**config.mk**
```make
export PLATFORM = sky130hd
export DESIGN_NAME = opb_register_bank_ppc2simulink
export DESIGN_NICKNAME = d
export VERILOG_FILES = /design/src/rtl/opb_regbank_pkg.sv /design/src/rtl/opb_reg_shadow_cell.sv /design/src/rtl/opb_register_bank_ppc2simulink.sv
export SDC_FILE = /design/constraint.sdc
export NUM_CORES = 1
export LEC_CHECK = 0
export CAP_MARGIN = 10
export CELL_PAD_IN_SITES_DETAIL_PLACEMENT = 1
export CELL_PAD_IN_SITES_GLOBAL_PLACEMENT = 1
export CORE_UTILIZATION = 35
export DETAILED_ROUTE_END_ITERATION = 12
export HOLD_SLACK_MARGIN = 0.1
export PLACE_DENSITY_LB_ADDON = 0.2
export SKIP_LAST_GASP = 1
export SLEW_MARGIN = 10
export SYNTH_ARGS = -nofsm -noshare
export SYNTH_HDL_FRONTEND = slang
export SYNTH_HIERARCHICAL = 1
export SYNTH_SLANG_ARGS = --single-unit
```
**constraint.sdc**
```tcl
create_clock -name OPB_Clk -period 3.3 [get_ports OPB_Clk]
set_clock_uncertainty 0.15 [all_clocks]
set_input_delay 0.495 -clock OPB_Clk [delete_from_list [all_inputs] [get_ports OPB_Clk]]
set_output_delay 0.495 -clock OPB_Clk [all_outputs]
set_load 0.02 [all_outputs]
```
**src/rtl/opb_regbank_pkg.sv**
```systemverilog
// Shared types and helpers for the OPB register bank: FSM and decode encodings,
// the COMMIT/STATUS word offset, an index-width helper and the commit counter width.
package opb_regbank_pkg;

    typedef enum logic [1:0] {
        ST_IDLE   = 2'd0,
        ST_DECODE = 2'd1,
        ST_ACK    = 2'd2
    } state_t;

    typedef enum logic [1:0] {
        KIND_DATA   = 2'd0,
        KIND_COMMIT = 2'd1,
        KIND_UNUSED = 2'd2
    } kind_t;

    localparam int CNT_W = 16;

    // COMMIT/STATUS sits directly after the last data word.
    function automatic int commit_offset(input int num_regs);
        return num_regs;
    endfunction

    function automatic int clog2(input int value);
        int result;
        int v;
        result = 0;
        v = value - 1;
        while (v > 0) begin
            result = result + 1;
            v = v >> 1;
        end
        return result;
    endfunction

endpackage

```
**src/rtl/opb_reg_shadow_cell.sv**
```systemverilog
// One 32-bit control word: byte-enable shadow copy, active copy driven to user
// logic, pending flag, and a one-cycle update strobe when the active copy changes.
module opb_reg_shadow_cell #(
    parameter bit SHADOWED = 1'b1
) (
    input  logic        clk,
    input  logic        rst_n,
    input  logic        wr_en,
    input  logic [3:0]  be,
    input  logic [31:0] wdata,
    input  logic        commit,
    output logic [31:0] shadow,
    output logic [31:0] active,
    output logic        pending,
    output logic        update
);

    logic [31:0] shadow_reg;
    logic [31:0] active_reg;
    logic        pending_reg;
    logic        update_reg;
    logic [31:0] merged;

    // be[3] covers the most significant byte.
    always_comb begin
        merged = shadow_reg;
        for (int b = 0; b < 4; b++) begin
            if (be[b]) begin
                merged[8*b +: 8] = wdata[8*b +: 8];
            end
        end
    end

    always_ff @(posedge clk or negedge rst_n) begin
        if (!rst_n) begin
            shadow_reg  <= '0;
            active_reg  <= '0;
            pending_reg <= 1'b0;
            update_reg  <= 1'b0;
        end else begin
            update_reg <= 1'b0;
            if (wr_en && (|be)) begin
                shadow_reg <= merged;
                if (SHADOWED) begin
                    pending_reg <= 1'b1;
                end else begin
                    active_reg <= merged;
                    update_reg <= 1'b1;
                end
            end
            if (SHADOWED && commit && pending_reg) begin
                active_reg  <= shadow_reg;
                update_reg  <= 1'b1;
                pending_reg <= 1'b0;
            end
        end
    end

    assign shadow  = shadow_reg;
    assign active  = active_reg;
    assign pending = pending_reg;
    assign update  = update_reg;

endmodule

```
**src/rtl/opb_register_bank_ppc2simulink.sv**
```systemverilog
// OPB slave exposing C_NUM_REGS control words to user logic, with optional
// commit-based double buffering so multi-word settings update atomically.
module opb_register_bank_ppc2simulink
    import opb_regbank_pkg::*;
#(
    parameter logic [31:0] C_BASEADDR   = 32'h01000500,
    parameter logic [31:0] C_HIGHADDR   = 32'h010005FF,
    parameter int          C_OPB_AWIDTH = 32,
    parameter int          C_OPB_DWIDTH = 32,
    parameter int          C_NUM_REGS   = 4,
    parameter int          C_SHADOWED   = 1,
    parameter              C_FAMILY     = "virtex5"
) (
    input  logic                    OPB_Clk,
    input  logic                    OPB_Rst_n,
    input  logic [0:31]             OPB_ABus,
    input  logic [0:3]              OPB_BE,
    input  logic [0:31]             OPB_DBus,
    input  logic                    OPB_RNW,
    input  logic                    OPB_select,
    input  logic                    OPB_seqAddr,
    output logic [0:31]             Sl_DBus,
    output logic                    Sl_xferAck,
    output logic                    Sl_errAck,
    output logic                    Sl_retry,
    output logic                    Sl_toutSup,
    output logic [32*C_NUM_REGS-1:0] user_data_out,
    output logic [C_NUM_REGS-1:0]   user_update
);

    localparam int COMMIT_OFF = commit_offset(C_NUM_REGS);
    localparam int IDX_W      = clog2(C_NUM_REGS + 1);
    localparam bit HAS_FAMILY = (C_FAMILY != "");
    localparam bit WIDTHS_OK  = (C_OPB_AWIDTH == 32) && (C_OPB_DWIDTH == 32);

    // Bus vectors are big-endian; these views put the bus LSB at bit 0.
    logic [31:0] addr;
    logic [31:0] wdata_bus;
    logic [3:0]  be_bus;
    logic [31:0] offset;
    logic [29:0] word;
    logic        hit;
    kind_t       kind;

    assign addr      = OPB_ABus;
    assign wdata_bus = OPB_DBus;
    assign be_bus    = OPB_BE;
    assign offset    = addr - C_BASEADDR;
    assign word      = offset[31:2];
    assign hit       = OPB_select && (addr >= C_BASEADDR) && (addr <= C_HIGHADDR);

    always_comb begin
        kind = KIND_UNUSED;
        if (word < 30'(C_NUM_REGS)) begin
            kind = KIND_DATA;
        end else if (word == 30'(COMMIT_OFF)) begin
            kind = KIND_COMMIT;
        end
    end

    state_t             state_reg, state_next;
    kind_t              kind_reg;
    logic [IDX_W-1:0]   idx_reg;
    logic               rnw_reg;
    logic [3:0]         be_reg;
    logic [31:0]        wdata_reg;
    logic [31:0]        rdata_reg;
    logic [31:0]        rdata_next;
    logic [CNT_W-1:0]   count_reg;

    logic [31:0]            shadow_word [C_NUM_REGS];
    logic [C_NUM_REGS-1:0]  pending_vec;
    logic                   any_pending;
    logic                   write_go;
    logic                   commit_go;

    always_ff @(posedge OPB_Clk or negedge OPB_Rst_n) begin
        if (!OPB_Rst_n) begin
            state_reg <= ST_IDLE;
        end else begin
            state_reg <= state_next;
        end
    end

    always_comb begin
        state_next = state_reg;
        case (state_reg)
            ST_IDLE:   if (hit) state_next = ST_DECODE;
            ST_DECODE: state_next = ST_ACK;
            ST_ACK:    state_next = ST_IDLE;
            default:   state_next = ST_IDLE;
        endcase
    end

    // The beat is latched on entry to DECODE, so a master that drops select
    // early still gets a consistent single-beat transfer.
    always_ff @(posedge OPB_Clk or negedge OPB_Rst_n) begin
        if (!OPB_Rst_n) begin
            kind_reg  <= KIND_UNUSED;
            idx_reg   <= '0;
            rnw_reg   <= 1'b0;
            be_reg    <= '0;
            wdata_reg <= '0;
            rdata_reg <= '0;
            count_reg <= '0;
        end else begin
            if ((state_reg == ST_IDLE) && hit) begin
                kind_reg  <= kind;
                idx_reg   <= word[IDX_W-1:0];
                rnw_reg   <= OPB_RNW;
                be_reg    <= be_bus;
                wdata_reg <= wdata_bus;
            end
            if (state_reg == ST_DECODE) begin
                rdata_reg <= rdata_next;
            end
            if (commit_go) begin
                count_reg <= count_reg + CNT_W'(1);
            end
        end
    end

    assign any_pending = |pending_vec;

    always_comb begin
        rdata_next = '0;
        if (rnw_reg) begin
            case (kind_reg)
                KIND_DATA: begin
                    for (int i = 0; i < C_NUM_REGS; i++) begin
                        if (idx_reg == IDX_W'(i)) begin
                            rdata_next = shadow_word[i];
                        end
                    end
                end
                KIND_COMMIT: rdata_next = {count_reg, 15'd0, any_pending};
                default:     rdata_next = '0;
            endcase
        end
    end

    assign write_go  = (state_reg == ST_ACK) && !rnw_reg;
    assign commit_go = write_go && (kind_reg == KIND_COMMIT) && wdata_reg[0] && (C_SHADOWED != 0);

    genvar gi;
    generate
        for (gi = 0; gi < C_NUM_REGS; gi++) begin : g_cell
            opb_reg_shadow_cell #(
                .SHADOWED (C_SHADOWED != 0)
            ) u_cell (
                .clk     (OPB_Clk),
                .rst_n   (OPB_Rst_n),
                .wr_en   (write_go && (kind_reg == KIND_DATA) && (idx_reg == IDX_W'(gi))),
                .be      (be_reg),
                .wdata   (wdata_reg),
                .commit  (commit_go),
                .shadow  (shadow_word[gi]),
                .active  (user_data_out[32*gi +: 32]),
                .pending (pending_vec[gi]),
                .update  (user_update[gi])
            );
        end
    endgenerate

    assign Sl_xferAck = (state_reg == ST_ACK);
    assign Sl_DBus    = Sl_xferAck ? rdata_reg : 32'd0;
    assign Sl_errAck  = 1'b0;
    assign Sl_retry   = 1'b0;
    assign Sl_toutSup = 1'b0;

    logic unused_ok;
    assign unused_ok = ^{OPB_seqAddr, offset[1:0], HAS_FAMILY, WIDTHS_OK};

endmodule

```
Word-level counts from Yosys, hierarchy flattened
Index checks and enable logic that the tools add are counted.

storage, ports and cells
  word-level logic and storage cells = 117
  flip-flop bits (word level) = 356
  bits of input ports = 73
  output and inout bits = 168

cells by class
  $lt $le $gt $ge = 3
  $add $sub $neg = 2
  multiplexer cells = 23
  eq/ne operators = 8
  reductions and logical operators = 45

operators by type and width
  kind                    count
  $mux 32                 6
  $pmux 32 s2             1
  $ge 32x25->1 const B    1
  $le 32x25->1 const B    1
  $reduce_and 2->1        16
  $sub 32x25->32 const B  1
  $eq 30x3->1 const B     1
  $lt 30x3->1 const B     1
  $logic_and 1x1->1       19
  $add 16x1->16 const B   1
  $mux 1                  12
  $reduce_bool 2->1       4
  $reduce_or 4->1         2
  $eq 3x2->1 const B      2
  $mux 2                  3
  $eq 2x1->1 const B      2
  $logic_not 2->1         2
  $pmux 2 s2              1
  $eq 3x1->1 const B      1
  $logic_not 3->1         1
  $eq 2x2->1 const B      1
  $ne 2x2->1 const B      1
  $logic_not 1->1         1

Logic depth before layout (Yosys ltp)
Gate-level depths: netlist of run 1.

  depth after elaboration = 7
  depth in mapped cells = 8
  gate-level depth less buffers = 6

Modules after synthesis
The synthesis of run 1 kept the hierarchy.

by module, submodules not included
  module                          area each (sq um)  times used  cells an instance
  opb_reg_shadow_cell             2573.7             4           142
  opb_register_bank_ppc2simulink  5121.2             1           439

Worst setup path before layout of run 1
No wires, ideal clock.

  path kind = register to register
  start point = reg state_reg[1]
  end point = reg g_cell[0].u_cell.active_reg[10]
  buffers on the path = 1
  required time = 3.025 ns
  cell stages (with the launch flop) = 7
  data arrival time = 2.147 ns
  slack = 0.878 ns
  clock period less this slack = 2.422 ns
  path through = dfrtp_1 > nor2b_1 > nand2_1 > nor2_1 > nand2_2 > buf_6 > mux2_4

on the way
  longest elaborated chain between the ends = 5

RTL lines
  what                            line                                   text
  start, declared                 opb_register_bank_ppc2simulink.sv:61   state_t state_reg, state_next;
  start signal, assigned          opb_register_bank_ppc2simulink.sv:81   state_reg <= state_next;
  $eq 2x2->1                      opb_register_bank_ppc2simulink.sv:142  assign write_go = (state_reg == ST_ACK) && !rnw_reg;
  $logic_and 1x1->1               opb_register_bank_ppc2simulink.sv:142
  $logic_and 1x1->1 (2 in a row)  opb_register_bank_ppc2simulink.sv:143  assign commit_go = write_go && (kind_reg == KIND_COMMIT) && wdata_reg[0] && (C_SHADOWED != 0);
  named net commit_go             opb_register_bank_ppc2simulink.sv:75   logic commit_go;
  $logic_and 1x1->1               opb_reg_shadow_cell.sv:51              if (SHADOWED && commit && pending_reg) begin
  end signal, assigned            opb_reg_shadow_cell.sv:47              active_reg <= merged;
  end signal, assigned            opb_reg_shadow_cell.sv:52              active_reg <= shadow_reg;
  end, declared                   opb_reg_shadow_cell.sv:19              logic [31:0] active_reg;

The timed path passes the listed nets, and every way through them passes these cells.
A chain may end at the register's enable or synchronous reset.

Worst setup path in the final report of run 1
  start point = reg state_reg[1]
  end point = out Sl_DBus[10] (netlist name)

on the way
  longest elaborated chain between the ends = 2

RTL lines
  what           line                                   text
  $eq 2x2->1     opb_register_bank_ppc2simulink.sv:165  assign Sl_xferAck = (state_reg == ST_ACK);
  $mux 32        opb_register_bank_ppc2simulink.sv:166  assign Sl_DBus = Sl_xferAck ? rdata_reg : 32'd0;
  end, declared  opb_register_bank_ppc2simulink.sv:22   output logic [0:31] Sl_DBus,

Every way passes these cells.

==> results of run 1 <==
placed cells by master (no fill, tap or decap), drive strengths merged, types with 2 or more instances in the layout:
cell           Yosys  final
dfrtp            355    355
mux2             312    312
clkdlybuf4s50      0    233
nand2             63     63
clkbuf            19     59
o21ai             48     48
buf               28     34
and2              33     33
mux4              17     17
a22oi             17     17
o22ai             15     15
xnor2             11     11
nor2              10     10
nor3               9      9
clkinv             0      8
inv                6      7
nand4              6      6
o41ai              5      5
nand3              5      5
xor2               4      4
bufinv             0      4
mux2i              4      4
nand2b             4      4
nor4               4      4
diode              0      3
nor3b              3      3
a21o               3      3
and3               3      3
conb               1      3
nor2b              3      3
nand3b             2      2
a31oi              2      2
and4               2      2
nor4b              2      2
or4                2      2
synth_stat cells (all sizes together):
cell / instances / area [um^2]
dfrtp: 355 / 8884
mux2: 312 / 4095
nand2: 63 / 286.5
o21ai: 48 / 240.2
and2: 33 / 206.5
buf: 28 / 251.5
clkbuf: 19 / 71.32
a22oi: 17 / 127.6
mux4: 17 / 382.9
o22ai: 15 / 93.84
xnor2: 11 / 96.34
nor2: 10 / 37.54
nor3: 9 / 50.05
inv: 6 / 22.52
nand4: 6 / 43.79
nand3: 5 / 25.02
o41ai: 5 / 43.79
mux2i: 4 / 40.04
nand2b: 4 / 27.53
nor4: 4 / 61.31
xor2: 4 / 35.03
a21o: 3 / 22.52
and3: 3 / 18.77
nor2b: 3 / 18.77
nor3b: 3 / 22.52
a31oi: 2 / 12.51
and4: 2 / 17.52
nand3b: 2 / 15.01
nor4b: 2 / 32.53
or4: 2 / 18.77
a2111oi: 1 / 27.53
a211oi: 1 / 7.510
a21oi: 1 / 5.000
a31o: 1 / 8.760
conb: 1 / 3.750
dfstp: 1 / 26.28
ha: 1 / 12.51
o211ai: 1 / 7.510
o21a: 1 / 7.510
o32ai: 1 / 8.760
worst max-delay path by stage:
stage,startpoint,depth (start not counted),end
floorplan,state_reg[1],6,g_cell[0].u_cell/active[10]
global placement,state_reg[0],6,g_cell[2].u_cell/shadow[18]
detailed placement,state_reg[0],6,g_cell[2].u_cell/shadow[10]
CTS,state_reg[1],4,Sl_DBus[15]
global route,state_reg[0],6,g_cell[2].u_cell/shadow[7]
finish,state_reg[1],4,Sl_DBus[10]
area by class of cell:
class | instances | area share
clock inverter | 13 | 0.008460
clock buffer | 59 | 0.06192
tap | 585 | 0.03666
sequential | 356 | 0.4464
multi-input combinational | 600 | 0.3096
antenna | 3 | 0.0003760
timing repair buffer | 268 | 0.1355
inverter | 6 | 0.001128
worst max-delay path: stages, from the launching register on:
cell,delay [ns]
dfrtp_1,0.42
nor2b_4,0.28
buf_4,0.32
and2_1,0.24
clkdlybuf4s50_1,0.63
cells by family (layout without fill, tap and decap cells):
logic type	count (synthesis)	after routing
fa+ha+maj	1	1
flops	356	356
compound gates	97	97
xor+xnor	15	15
buf+inv	53	346
mux	333	333
other cells	1	6
simple gates	151	151
through the flow:
step	total power, uW	cell area [um^2]	instances	hold slack (ns)
global placement	4672	18540	1814	0.3051
CTS	9472	19960	1887	0.3273
detailed placement	4673	18540	1814	0.3128
floorplan	4471	15420	1009	0.04941
finish	9333	19970	1890	0.3247
global route	9647	19970	1890	0.3523
report_power, final:
part,internal (uW),total [uW],switching [uW]
clock network,2910,4750,1840
registers,4370,4370,0.00784
logic,93.4,220,127
layer usage:
layer,wire (um),track usage,up-vias
met5,33,0,-
met4,753,0.05797,6
met3,1643,0.03308,58
met2,21520,0.3347,190
met1,20260,0.2769,4955
li1,-,-,4155
repair_timing:
action,CTS,global route
resized for setup,0,0
hold endpoints to repair,65,0
hold buffers,1,0
==> flow_metrics.tcl, run 1 <==
set metrics [dict create \
    status "completed" \
    synth-seq-area-share 0.5780 \
    powerDensity_nw_per_um2 467.4 \
    syn_avg_cell_area_um2 15.31 \
    grt_setup_unrepaired "false" \
    synth_top_family_by_area "multiplexers" \
    drive_gt1_frac 0.3571 \
    min_period_ns 3.084 \
    ir_drop_mv 0.3289 \
    die_y_um 211.9 \
    grt_pass1_vias 10344 \
    dieArea_um2 44890 \
    yosys_warnings 6 \
    crit_required_ns 2.65 \
    path_class "flip-flop to output port" \
    setup_viol 0 \
    die_w_um 211.9 \
    core_um2 43270 \
    r2r_start "state_reg[0]" \
    wl_mm 44.21 \
    cts_buffer_depth 3 \
    ioPinCount 241 \
    cts.sinks 356 \
    gp_congestion 0.7233 \
    hold_class "flip-flop to flip-flop" \
    clk_pin_slew_worst_paths_ns 0.06 \
    fill_cells 4314 \
    setup_tns_ns 0 \
    place_ws_ns 0.2652 \
    viasPerCell 4.954 \
    syn_inst 1007 \
    worstSetupStartpointType "flip-flop" \
    synth_compound_area_frac 0.03977 \
    drtPass1Iterations 4 \
    port-buffer-count 234 \
    cts_tree "built" \
    fmax_ghz 0.3242 \
    clock-root-buffer "clkbuf_16" \
    syn_area_um2 15420 \
    hold_depth 2 \
    timing.rr.end "g_cell[2].u_cell/shadow[14]" \
    synth_fa_ha_area_frac 0.0008116 \
    fin_util 0.4615 \
    min_from "rdata_reg[3]" \
    ff2ff_path_depth 6 \
    finalNetCount 1347 \
    drt_iter0_drc 342 \
    grt.overflow.total 0 \
    synthMuxAreaShare 0.2931 \
    timing.final.hold_violations 0 \
    num_vias 9364 \
    hpwl_mm 29.25 \
    antenna_found_initial 5 \
    synth_simple_gate_area_frac 0.05722 \
    fin_crit_sh 0.9346 \
    syn_to_final_growth_pct 29.51 \
    ant_nets 0 \
    crit_fanout 15 \
    post_cts_buffers 0 \
    yosysUniqueCellTypes 53 \
    max_cap_viol_count 0 \
    initial_core_util 0.3563 \
    drc_errors 0 \
    slew-limit-headroom 0.3531 \
    setup_ws_ns 0.2159 \
    total_leakage_power_uw 0.009562 \
    seqCellArea_um2 8912 \
    numCtsBuffers 41 \
    ys_ff_latch 356 \
    multi_input_area_um2 6181 \
    hold-path-endpoint "rdata_reg[3]" \
    fp-row-count 76 \
    grt_max_degree 77 \
    worst_pin_slew_ns 0.9683 \
    worst_skew_pair.late_latency_ns 0.55 \
    synth_xor_area_frac 0.008522 \
    grt_pass1_wl_mm 67.08 \
    detail_route.wl_per_cell_um 23.39 \
    htreeDepth 2 \
    reg2reg_setup_slack_ns 0.27 \
    worstPathArrival_ns 2.44 \
    final_max_slew_viol_count 0 \
    grt_usage 0.2036 \
    cp-end-kind "output port" \
]
Power figures use the tool's default switching activity.
==> run 2: changes to the inputs <==
--- a/config.mk
+++ b/config.mk
@@ -12,6 +12,7 @@
 export DETAILED_ROUTE_END_ITERATION = 12
 export HOLD_SLACK_MARGIN = 0.1
 export PLACE_DENSITY_LB_ADDON = 0.2
+export RECOVER_POWER = 50
 export SKIP_LAST_GASP = 1
 export SLEW_MARGIN = 10
 export SYNTH_ARGS = -nofsm -noshare
==> flow_metrics.tcl, run 2 (synthesis results as in run 1) <==
set metrics [dict create \
    max_stage_delay_ns 0.63 \
    antenna_found_initial 5 \
    htreeDepth 2 \
    worstPathArrival_ns 2.44 \
    grt_setup_unrepaired "false" \
    timing.rr.end "g_cell[2].u_cell/shadow[14]" \
    slew-limit-headroom -0.2758 \
    hold-path-endpoint "rdata_reg[3]" \
    setup_viol 0 \
    viasPerCell 4.958 \
    powerDensity_nw_per_um2 468.6 \
    port-buffer-count 234 \
    cts.hold.buffers_added 1 \
    post_cts_buffers 0 \
    layout_commonest_cell "dfrtp_1" \
    crit_fanout 15 \
    min_from "rdata_reg[3]" \
    crit_required_ns 2.65 \
    timing.final.hold_violations 0 \
    ff2ff_path_depth 6 \
    grt_usage 0.2036 \
    cp-end-kind "output port" \
    wl_mm 44.18 \
    finalNetCount 1347 \
    num_vias 9370 \
    gp_congestion 0.7233 \
    crit_buf_inv 2 \
    worst_skew_pair.late_latency_ns 0.55 \
    initial_core_util 0.3563 \
    setup_tns_ns 0 \
    drc_errors 0 \
    worstSetupStartpointType "flip-flop" \
    worst_pin_slew_ns 1.914 \
    r2r_start "state_reg[0]" \
    layout_common_cells "354 x dfrtp_1, 189 x clkdlybuf4s50_1, 157 x mux2_2" \
    total_leakage_power_uw 0.009696 \
    min_period_ns 3.086 \
    fin_crit_sh 0.9351 \
    grt_pass1_vias 10344 \
    cp_top_family "buffers and inverters" \
    violations "capacitance limit, slew limit" \
    clk_pin_slew_worst_paths_ns 0.06 \
    cts_buffer_depth 3 \
    stdcell_count 1890 \
    fp-row-count 76 \
    drt_iter0_drc 352 \
    cts_tree "built" \
    cp_slowest_cell "clkdlybuf4s50_1" \
    ir_drop_mv 0.3292 \
    fmax_ghz 0.3241 \
    syn_to_final_growth_pct 29.15 \
    cts.sinks 356 \
    core_um2 43270 \
    status "complete, but fails checks" \
    hold_depth 2 \
    hold_class "flip-flop to flip-flop" \
    die_w_um 211.9 \
    numCtsBuffers 41 \
    clock-root-buffer "clkbuf_16" \
    path_class "flip-flop to output port" \
    ant_nets 0 \
    drive_gt1_frac 0.3525 \
    grt_pass1_wl_mm 67.08 \
    crit_chain "nor2b_4, buf_4, and2_1, clkdlybuf4s50_1" \
    detail_route.wl_per_cell_um 23.38 \
    grt_max_degree 77 \
    fill_cells 4325 \
    drtPass1Iterations 4 \
    final_max_slew_viol_count 71 \
    reg2reg_setup_slack_ns 0.26 \
    ctsResizeCount 0 \
    hpwl_mm 29.25 \
    dp_cells 1814 \
    max_cap_viol_count 1 \
    die_y_um 211.9 \
    dieArea_um2 44890 \
    grt.overflow.total 0 \
    ioPinCount 241 \
]
[run 2: cell count changes in the layout (fill, tap and decap cells not counted), moves of 2 or more]
cell	previous run	this run
buf_4	25	18
clkbuf_1	6	9
clkdlybuf4s50_1	233	189
buf_12	8	6
clkbuf_2	0	4
dlygate4sd3_1	1	45
buf_6	0	2
[run 2: metrics by stage]
step	instance area (um^2)	util	hold slack [ns]	power [uW]	setup slack (ns)
2_1_floorplan	15420	-	0.04941	4471	0.8778
3_3_place_gp	18540	0.4286	0.3051	4672	0.2339
3_5_place_dp	18540	0.4286	0.3128	4673	0.2652
4_1_cts	19960	0.4613	0.3273	9472	0.1509
5_1_grt	19910	0.4602	0.3523	9641	0.03283
6_report	19910	0.4602	0.3212	9329	0.2142
[run 2: report_power, final]
part	switching, uW	total (uW)	internal [uW]
Clock	1840	4750	2910
Sequential	0.00785	4370	4370
Combinational	127	215	88.7
Total	1970	9330	7360
[run 2: worst max-delay path by stage]
stage	startpoint	to	slack, ns	depth (start not counted)
after global placement	state_reg[0]	g_cell[2].u_cell/shadow[18]	0.23	6
after global routing	state_reg[0]	g_cell[2].u_cell/shadow[7]	0.03	6
after detailed placement	state_reg[0]	g_cell[2].u_cell/shadow[10]	0.27	6
after CTS	state_reg[1]	Sl_DBus[15]	0.15	4
after floorplan	state_reg[1]	g_cell[0].u_cell/active[10]	0.88	6
final	state_reg[1]	Sl_DBus[10]	0.21	4
[run 2: cell type report]
class | instances | area, um^2 | share of cell area
Sequential cell | 356 | 8911 | 0.4476
Multi-Input combinational cell | 600 | 6175 | 0.3101
Timing Repair Buffer | 268 | 2656 | 0.1334
Antenna cell | 3 | 7.507 | 0.0003771
Clock inverter | 13 | 168.9 | 0.008484
Clock buffer | 59 | 1236 | 0.06209
Inverter | 6 | 22.52 | 0.001131
Tap cell | 585 | 732.0 | 0.03676
[run 2: metal layers]
layer / routed length, um / vias up / share of wire / track usage
li1: - / 4165 / - / -
met1: 20280 / 4956 / 0.46 / 0.2769
met2: 21470 / 181 / 0.49 / 0.3347
met3: 1573 / 62 / 0.036 / 0.03308
met4: 820 / 6 / 0.019 / 0.05797
met5: 33 / - / 0.00075 / 0
[run 2: tightest hold or removal path, cell delays in order, from the launching register on]
cell and delay [ns]:
dfrtp_1 0.33, nand2_1 0.04, o21ai_0 0.06
